File: src/rtl/alu_result_writeback.sv
// rtl/alu_result_writeback.sv - buffers 4-lane ALU result groups and serializes them into the result SRAM
module alu_result_writeback #(
    parameter int RES_W  = 18,
    parameter int RAM_DW = 32,
    parameter int ADDR_W = 4
) (
    input  logic              i_clk,
    input  logic              i_rst,
    input  logic              i_start,
    input  logic              i_res_valid,
    input  logic              i_res_last,
    input  logic [RES_W-1:0]  i_mu1,
    input  logic [RES_W-1:0]  i_mu2,
    input  logic [RES_W-1:0]  i_mu3,
    input  logic [RES_W-1:0]  i_mu4,
    output logic              o_ram_cs,
    output logic              o_ram_we,
    output logic [ADDR_W-1:0] o_ram_addr,
    output logic [RAM_DW-1:0] o_ram_wdata,
    output logic              o_busy,
    output logic              o_wb_done,
    output logic              o_overflow
);

    typedef enum logic [1:0] {
        S_IDLE  = 2'd0,
        S_WRITE = 2'd1,
        S_DONE  = 2'd2
    } state_t;

    state_t r_state;
    state_t w_state_nxt;

    // Two-entry group buffer; lane 0 of each entry is mu1.
    logic [3:0][RES_W-1:0] r_mem [2];
    logic                  r_last [2];
    logic                  r_wr_ptr;
    logic                  r_rd_ptr;
    logic [1:0]            r_count;

    logic [1:0]            r_lane;
    logic [ADDR_W-1:0]     r_addr;
    logic                  r_overflow;
    logic                  r_wb_done;

    logic                  w_issue;
    logic                  w_pop;
    logic                  w_push;
    logic                  w_drop;
    logic [1:0]            w_count_nxt;
    logic [1:0]            w_lane_nxt;
    logic [RES_W-1:0]      w_lane_data;
    logic                  w_head_last;

    assign w_lane_data = r_mem[r_rd_ptr][r_lane];
    assign w_head_last = r_last[r_rd_ptr];

    // Issue/push/pop decisions and next-state logic; a write is issued at the
    // edge that leaves IDLE so the first SRAM write lands one cycle later.
    always_comb begin
        w_state_nxt = r_state;
        w_lane_nxt  = r_lane;
        w_issue     = (r_state == S_WRITE) || ((r_state == S_IDLE) && (r_count != 2'd0));
        w_pop       = w_issue && (r_lane == 2'd3);
        w_push      = i_res_valid && ((r_count != 2'd2) || w_pop);
        w_drop      = i_res_valid && (r_count == 2'd2) && !w_pop;
        w_count_nxt = r_count - {1'b0, w_pop} + {1'b0, w_push};
        if (r_state == S_DONE) begin
            w_state_nxt = S_IDLE;
        end else if (w_issue) begin
            w_lane_nxt = r_lane + 2'd1;
            if (w_pop) begin
                if (w_head_last) begin
                    w_state_nxt = S_DONE;
                end else if (w_count_nxt != 2'd0) begin
                    w_state_nxt = S_WRITE;
                end else begin
                    w_state_nxt = S_IDLE;
                end
            end else begin
                w_state_nxt = S_WRITE;
            end
        end
    end

    // Control state: FSM, lane, buffer pointers/count, address counter, flags.
    always_ff @(posedge i_clk or posedge i_rst) begin
        if (i_rst) begin
            r_state    <= S_IDLE;
            r_lane     <= 2'd0;
            r_count    <= 2'd0;
            r_wr_ptr   <= 1'b0;
            r_rd_ptr   <= 1'b0;
            r_addr     <= '0;
            r_overflow <= 1'b0;
            r_wb_done  <= 1'b0;
        end else if (i_start) begin
            r_state    <= S_IDLE;
            r_lane     <= 2'd0;
            r_count    <= 2'd0;
            r_wr_ptr   <= 1'b0;
            r_rd_ptr   <= 1'b0;
            r_addr     <= '0;
            r_overflow <= 1'b0;
            r_wb_done  <= 1'b0;
        end else begin
            r_state   <= w_state_nxt;
            r_lane    <= w_lane_nxt;
            r_count   <= w_count_nxt;
            r_wb_done <= (r_state == S_DONE);
            if (w_push) begin
                r_wr_ptr <= ~r_wr_ptr;
            end
            if (w_pop) begin
                r_rd_ptr <= ~r_rd_ptr;
            end
            if (w_drop) begin
                r_overflow <= 1'b1;
            end
            if (r_state == S_DONE) begin
                r_addr <= '0;
            end else if (w_issue) begin
                r_addr <= r_addr + {{(ADDR_W-1){1'b0}}, 1'b1};
            end
        end
    end

    // Buffer storage; contents are only meaningful while counted, so no reset.
    always_ff @(posedge i_clk) begin
        if (w_push && !i_start) begin
            r_mem[r_wr_ptr]  <= {i_mu4, i_mu3, i_mu2, i_mu1};
            r_last[r_wr_ptr] <= i_res_last;
        end
    end

    // Registered SRAM port; address and data hold between writes.
    always_ff @(posedge i_clk or posedge i_rst) begin
        if (i_rst) begin
            o_ram_cs    <= 1'b0;
            o_ram_we    <= 1'b0;
            o_ram_addr  <= '0;
            o_ram_wdata <= '0;
        end else if (i_start) begin
            o_ram_cs <= 1'b0;
            o_ram_we <= 1'b0;
        end else begin
            o_ram_cs <= w_issue;
            o_ram_we <= w_issue;
            if (w_issue) begin
                o_ram_addr  <= r_addr;
                o_ram_wdata <= {{(RAM_DW-RES_W){1'b0}}, w_lane_data};
            end
        end
    end

    assign o_busy     = (r_count != 2'd0) || (r_state != S_IDLE);
    assign o_wb_done  = r_wb_done;
    assign o_overflow = r_overflow;

endmodule
File: config.mk
export PLATFORM = sky130hd
export DESIGN_NAME = alu_result_writeback
export DESIGN_NICKNAME = d
export VERILOG_FILES = /design/src/rtl/alu_result_writeback.sv
export SDC_FILE = /design/constraint.sdc
export NUM_CORES = 1
export LEC_CHECK = 0
export ABC_CLOCK_PERIOD_IN_PS = 9200
export CELL_PAD_IN_SITES_DETAIL_PLACEMENT = 2
export CELL_PAD_IN_SITES_GLOBAL_PLACEMENT = 2
export CORE_MARGIN = 3
export CORE_UTILIZATION = 39
export CTS_BUF_LIST = sky130_fd_sc_hd__clkbuf_4
export DETAILED_ROUTE_END_ITERATION = 16
export GPL_ROUTABILITY_DRIVEN = 1
export HOLD_SLACK_MARGIN = 0.1
export PLACE_DENSITY = 0.9
export SYNTH_ARGS = -nofsm -noshare
export SYNTH_HDL_FRONTEND = slang
export SYNTH_SLANG_ARGS = --single-unit
File: constraint.sdc
create_clock -name i_clk -period 9.2 [get_ports i_clk]
set_clock_uncertainty 0.1 [all_clocks]
set_input_delay 1.84 -clock i_clk [delete_from_list [all_inputs] [get_ports i_clk]]
set_output_delay 1.84 -clock i_clk [all_outputs]
set_load 0.01 [all_outputs]
==> summary.txt, run 1 <==
Timing
  • Least-Margin Pin Slew: 1.29 ns
  • Slew headroom: 14.3%
  • Setup Viol. Count Final: 0
  • Final hold violations: 0
  • Fmax: 0.239 GHz
  • RSZ-0062 raised after global routing: false
  • Setup tns final: 0 ns
  • Tcrit/Tclk final: 45.5%
  • Tmin final: 4.19 ns
  • Final Max Slew Viols: 0
  • Crit path setup slack, layout: 5.01 ns

CTS
  • Clk buf depth: 2
  • Sink Count: 183
  • TritonCTS clock tree: done
  • Post-CTS setup buffers: 0
  • Clock Latency Late Sink: 0.58 ns
  • Cts hold-fix bufs: 0
  • Reg clk slew, reported paths: 0.14 ns
  • CTS resizes: 0
  • Clock Root Buffer: clkbuf_4
  • CTS H-Tree Depth: 4
  • Num CTS Buffers: 17

Route
  • DRC violations left: 0
  • Vias: 4190
  • Vias per inst: 5.26
  • Antenna viol nets, final: 0
  • Wire per inst: 23.4 um
  • Initial drt markers: 225
  • Post-Route WL: 18.6 mm
  • 1st-pass router iterations: 4

Critical path
  • Worst EP arrival: 4.55 ns
  • Critical path endpoint category: flop
  • Worst-path maximum fanout: 25
  • Critical path startpoint: i_start
  • Startpoint Class: primary input
  • Crit path kind: in2reg
  • Critical path required time: 9.56 ns
  • Critical R2R Launch: r_state[0]$_DFFE_PP0P_

Global routing
  • Number of global-route vias before repair: 4774
  • First-pass GRT wire length: 28.8 mm
  • Initial antenna violation count: 0
  • Grt ovf: 0
  • Pin count of the biggest net entering global routing: 74
  • Overall routing resource usage: 19.1%

Place
  • I/O Buffers: 103
  • Detailed Place HPWL: 11.9 mm
  • DP Area: 8370 sq um
  • GP Congestion: 0.704
  • Setup slack at placement: 4.39 ns
  • Placed insts: 764

Logic synthesis
  • Post-synth top area share: 60.7%
  • Mapped cell area: 7220 sq um
  • Count of cell types in the netlist: 34
  • Post-synth ARST share: 20.2%
  • Yosys top cell by area: edfxtp_1
  • Avg Cell Area, Syn: 15.9 sq um
  • Seq/Total Area, Yosys: 73.5%
  • Post-synth EDFFs: 146
  • Top_reg_cell synth: edfxtp_1
  • #FFs+latches synth: 183
  • Largest cells by area after synthesis: edfxtp_1, dfrtp_1, mux2i_1, a22oi_1, nand2_1
  • Synthesized instance count: 453
  • Ys Warns: 0

Power
  • Power Dens Cells: 245 nW/um^2
  • IR drop worst, VDD: 102 uV
  • Static leakage: 0.00297 uW

Final layout
  • # diodes: 0
  • Share of layout cells above drive strength 1: 8.29%
  • Commonest non-fill, non-tap cell in the layout: edfxtp_1
  • Area Growth Syn to Fin: 20.5%
  • Cell Count, Final, Fillers Out: 796
  • Final #Nets: 635
  • Most frequent cells in the layout: edfxtp_1, clkdlybuf4s50_1, mux2i_1
  • Finished Cell Area: 8710 sq um

Floorplanning
  • Initial core utilization: 39.9%
  • Chip width: 142 um
  • Die Span Y: 142 um
  • IO Count: 118
  • Die footprint: 20200 sq um
  • Area of the core: 18100 sq um
  • # rows: 49

Status
  • Status: completed

Hold path
  • HP Class: reg2reg
  • Hold Path Origin: o_ram_addr[0]$_DFFE_PP0P_

Job
  • Max cap viols: 0
[worst paths after layout]
| check | to | slack [ns] | depth (start not counted) |
|---|---|---|---|
| max | r_addr[2]$_DFFE_PP0P_ | 5.01 | 5 |
| min | o_ram_addr[0]$_DFFE_PP0P_ | 0.42 | 2 |
| max reg2reg | r_addr[2]$_DFFE_PP0P_ | 6.33 | 5 |
| min reg2reg | o_ram_addr[0]$_DFFE_PP0P_ | 0.42 | 2 |
| max in group asynchronous | r_rd_ptr$_DFFE_PP0P_ | 6.67 | 2 |
| min in group asynchronous | o_wb_done$_DFF_PP0_ | 1.67 | 2 |
[cell families after synthesis]
logic type	Yosys count	share of synthesized area, %
AND/OR/NAND/NOR	98	6.20
other	1	0.0519
XOR/XNOR	6	0.728
AO/OA/AOI/OAI	48	4.83
adder cells (fa/ha/maj)	4	0.693
flip-flops	183	73.5
buffers and inverters	40	3.85
multiplexers	73	10.1
[power by group]
part           internal, uW  leakage [uW]  switching [uW]  total [uW]
registers              1010       0.00181            78.8        1090
clock network           221      0.000169             283         505
logic                   228      0.000993             313         541
total                  1460       0.00297             675        2140
[critical path, stage by stage]
cell and delay, ns:
clkdlybuf4s50_1 0.84, or3_1 0.93, clkinv_4 0.47, a21oi_1 0.27
o21ba_1 0.18
[flip-flops by register name (all words and copies together), names as in the netlist, 2 cells and up]
signal and count:
o_ram_addr 4, r_lane 2, r_state 2, r_last 2, r_addr 4, o_ram_wdata 18
r_count 2, r_mem 144
[synth_stat cells, types with 2 or more instances]
cell type,count
a21oi_1,3
a22oi_1,36
buf_2,8
buf_4,21
buf_6,4
clkbuf_1,3
dfrtp_1,37
edfxtp_1,146
ha_1,4
inv_1,2
mux2i_1,73
nand2_1,52
nand3_1,19
nor2_1,9
nor2b_1,8
nor3_1,3
o21ai_0,4
xnor2_1,5
[per-layer routing]
layer	track usage, %	share of wire [%]
met2	33.3	53
met5	0	0
met4	6.01	1.5
met3	3.90	4.4
met1	24.1	41
[per-stage QoR]
step | hold WS, ns | power (uW) | util, %
after global placement | 0.369 | 1590 | 46.3
after detailed placement | 0.381 | 1650 | 46.3
after CTS | 0.414 | 2160 | 48.1
after global routing | 0.459 | 2250 | 48.1
final | 0.418 | 2140 | 48.1
after floorplan | 0.357 | 1390 | -
[cell type report]
type	instances	area [sq um]
Inverter	3	16.3
Clock inverter	14	200
Tap cell	229	287
Sequential cell	183	5310
Fill cell	1698	9380
Multi-Input combinational cell	243	1700
Clock buffer	18	135
Timing Repair Buffer	106	1050
No activity file was read; power rests on OpenSTA's default activity.
==> run 2, diff against run 1 <==
- ABC_CLOCK_PERIOD_IN_PS: 9200 -> 3750
- CORE_UTILIZATION: 39 -> 36
- PLACE_DENSITY: 0.9 -> 0.88
- clock period: 9.2 -> 3.75 ns (I/O delays scaled with it)
==> run 2 against run 1 <==
  * Sequential share of layout area fell by 0.28 points
  * Register-to-register slack got worse by 5.4 ns
  * Global-route usage fell by 2.7 points
  * Critical path type is now reg2out
==> summary.txt, run 2 (synthesized netlist as in run 1, its figures left out) <==
Floorplanning
  • Chip width: 148 um (was 142 um)
  • Area of the core: 19600 sq um (was 18100 sq um)
  • # rows: 51 (was 49)
  • Die footprint: 21800 sq um (was 20200 sq um)
  • Initial core utilization: 36.9% (was 39.9%)
  • Die Span Y: 148 um (was 142 um)
  • IO Count: 118 (unchanged)

CTS
  • Clk buf depth: 2 (unchanged)
  • Post-CTS setup buffers: 0 (unchanged)
  • Reg clk slew, reported paths: 0.15 ns (was 0.14 ns)
  • Sink Count: 183 (unchanged)
  • Clock Root Buffer: clkbuf_4 (unchanged)
  • Cts hold-fix bufs: 0 (unchanged)
  • TritonCTS clock tree: done (unchanged)
  • Clock Latency Late Sink: 0.56 ns (was 0.58 ns)
  • CTS resizes: 0 (unchanged)
  • Num CTS Buffers: 17 (unchanged)
  • CTS H-Tree Depth: 4 (unchanged)

Final layout
  • Final #Nets: 638 (was 635)
  • Finished Cell Area: 8750 sq um (was 8710 sq um)
  • Core Util, Final: 44.6% (was 48.1%)
  • Commonest non-fill, non-tap cell in the layout: edfxtp_1 (unchanged)
  • Area Growth Syn to Fin: 21.1% (was 20.5%)
  • Share of layout cells above drive strength 1: 7.38% (was 8.29%)
  • Most frequent cells in the layout: edfxtp_1, clkdlybuf4s50_1, mux2i_1 (unchanged)
  • Top Registers: r_mem (144), o_ram_wdata (18) (unchanged)
  • Biggest register: r_mem (unchanged)
  • Max reg flops: 144 (unchanged)

Place
  • GP Congestion: 0.731 (was 0.704)
  • Detailed Place HPWL: 11.4 mm (was 11.9 mm)
  • I/O Buffers: 103 (unchanged)
  • DP Area: 8480 sq um (was 8370 sq um)

Timing
  • Hold_ws: 0.399 ns (was 0.418 ns)
  • Tcrit/Tclk final: 79.3%
  • RSZ-0062 raised after global routing: false (unchanged)
  • Setup tns final: 0 ns (unchanged)
  • Setup Viol. Count Final: 0 (unchanged)
  • Tmin final: 2.97 ns
  • Final hold violations: 0 (unchanged)
  • Fmax: 0.336 GHz
  • Final Max Slew Viols: 0 (unchanged)
  • Slew headroom: 27.5% (was 14.3%)
  • Least-Margin Pin Slew: 1.09 ns (was 1.29 ns)

Route
  • Wire per inst: 20.9 um (was 23.4 um)
  • Initial drt markers: 168 (was 225)
  • Post-Route WL: 17.4 mm (was 18.6 mm)
  • Vias per inst: 4.91 (was 5.26)
  • DRC violations left: 0 (unchanged)
  • Vias: 4098 (was 4190)
  • 1st-pass router iterations: 4 (unchanged)
  • Antenna viol nets, final: 0 (unchanged)

Power
  • Clock Power Share: 21.3% (was 23.6%)
  • Cell Int Power: 3490 uW (was 1460 uW)
  • Power Dens Cells: 575 nW/um^2 (was 245 nW/um^2)
  • Psw: 1540 uW (was 675 uW)
  • Reg power frac: 53.3% (was 51.0%)
  • Sw Share: 30.6% (was 31.6%)
  • Static leakage: 0.00298 uW (was 0.00297 uW)
  • IR drop worst, VDD: 225 uV (was 102 uV)
  • Comb pwr share: 25.3% (about the same)

Global routing
  • Grt ovf: 0 (unchanged)
  • Pin count of the biggest net entering global routing: 74 (unchanged)
  • Number of global-route vias before repair: 4640 (was 4774)
  • Overall routing resource usage: 16.4% (was 19.1%)
  • First-pass GRT wire length: 26.8 mm (was 28.8 mm)
  • Initial antenna violation count: 1 (was 0)

Critical path
  • Critical path required time: 2.90 ns (was 9.56 ns)
  • FF-to-FF path depth: 10 (was 5)
  • Critical R2R Launch: r_lane[0]$_DFFE_PP0P_ (was r_state[0]$_DFFE_PP0P_)
  • CP top delay family: simple AND/OR/NAND/NOR gates (was buffers and inverters)
  • Buf+Inv Stages, Crit Path: 1 (was 2)
  • R2R Path End: r_state[0]$_DFFE_PP0P_ (was r_addr[2]$_DFFE_PP0P_)
  • Minimum setup slack among reg-to-reg paths: 0.97 ns (was 6.33 ns)
  • Startpoint Class: flop (was primary input)
  • Critical path startpoint: r_state[1]$_DFFE_PP0P_ (was i_start)
  • Crit path kind: reg2out (was in2reg)
  • Worst EP arrival: 2.12 ns (was 4.55 ns)
  • Critical-path cell list: or4_4 > clkdlybuf4s50_1 (was clkdlybuf4s50_1 > or3_1 > clkinv_4 > a21oi_1 > o21ba_1)
  • CP Depth: 2 (was 5)
  • Worst-path maximum fanout: 9 (was 25)
  • Slowest stage delay, CP: 0.56 ns (was 0.93 ns)
  • Critical path endpoint category: output pin (was flop)
  • CP max stage cell: or4_4 (was or3_1)

Status
  • Status: completed (unchanged)

Hold path
  • Worst Hold Depth: 2 (unchanged)
  • Hold EP: o_ram_addr[3]$_DFFE_PP0P_ (was o_ram_addr[0]$_DFFE_PP0P_)
  • Hold Path Origin: o_ram_addr[3]$_DFFE_PP0P_ (was o_ram_addr[0]$_DFFE_PP0P_)
  • HP Class: reg2reg (unchanged)

Job
  • Max cap viols: 0 (unchanged)
## run 2: cell types whose count changed in the layout (fill, tap and decap cells not counted), sizes merged, moves of 2 or more
cell	previous run	this run
clkinv	6	12
buf	3	6
clkinvlp	3	0
inv	4	2
## run 2: worst max path at each step
stage               slack, ns                     end
floorplan               -0.67     r_last[0]$_DFFE_PP_
global placement         1.03  r_state[0]$_DFFE_PP0P_
detailed placement       0.89  r_state[0]$_DFFE_PP0P_
CTS                      0.72                  o_busy
global route             0.66                  o_busy
finish                   0.78                  o_busy
## run 2: layer usage
layer,global-route usage [%],vias to the layer above,part of all wire (%)
li1,-,1875,-
met1,19.5,2097,39
met4,5.78,0,1.7
met5,0,-,0
met3,3.46,15,4.5
met2,29.6,111,55
## run 2: power by group through the flow
stage | Combinational (uW) | Clock (uW) | Sequential [uW]
after floorplan | 696 | 0 | 2690
after global placement | 1220 | 0 | 2710
after detailed placement | 1290 | 0 | 2730
after global routing | 1420 | 1190 | 2710
after CTS | 1310 | 1110 | 2690
final | 1270 | 1070 | 2680
## run 2: area by class of cell
class                   count  area [sq um]
inverters                   3          16.3
repair buffers            109          1100
clock buffers              17           128
fillers                  1918         10800
diodes                      1          2.50
multi-input cells         243          1710
well taps                 265           332
clock inverters            14           140
flip-flops and latches    183          5310
## run 2: worst register-to-register path: stages (launching register included)
cell and delay [ns]:
dfrtp_1 0.52, ha_1 0.19, nor2b_1 0.29, nor2b_1 0.40
ha_1 0.30, inv_1 0.07, ha_1 0.16, xnor2_1 0.14
xnor2_1 0.16, o21ai_0 0.10, a211oi_1 0.26
## run 2: metrics by stage
stage	power, uW	setup WS (ns)	cells
floorplan	3390	-0.670	466
global placement	3920	1.03	803
detailed placement	4020	0.891	803
CTS	5110	0.722	834
global route	5320	0.665	835
finish	5030	0.777	835
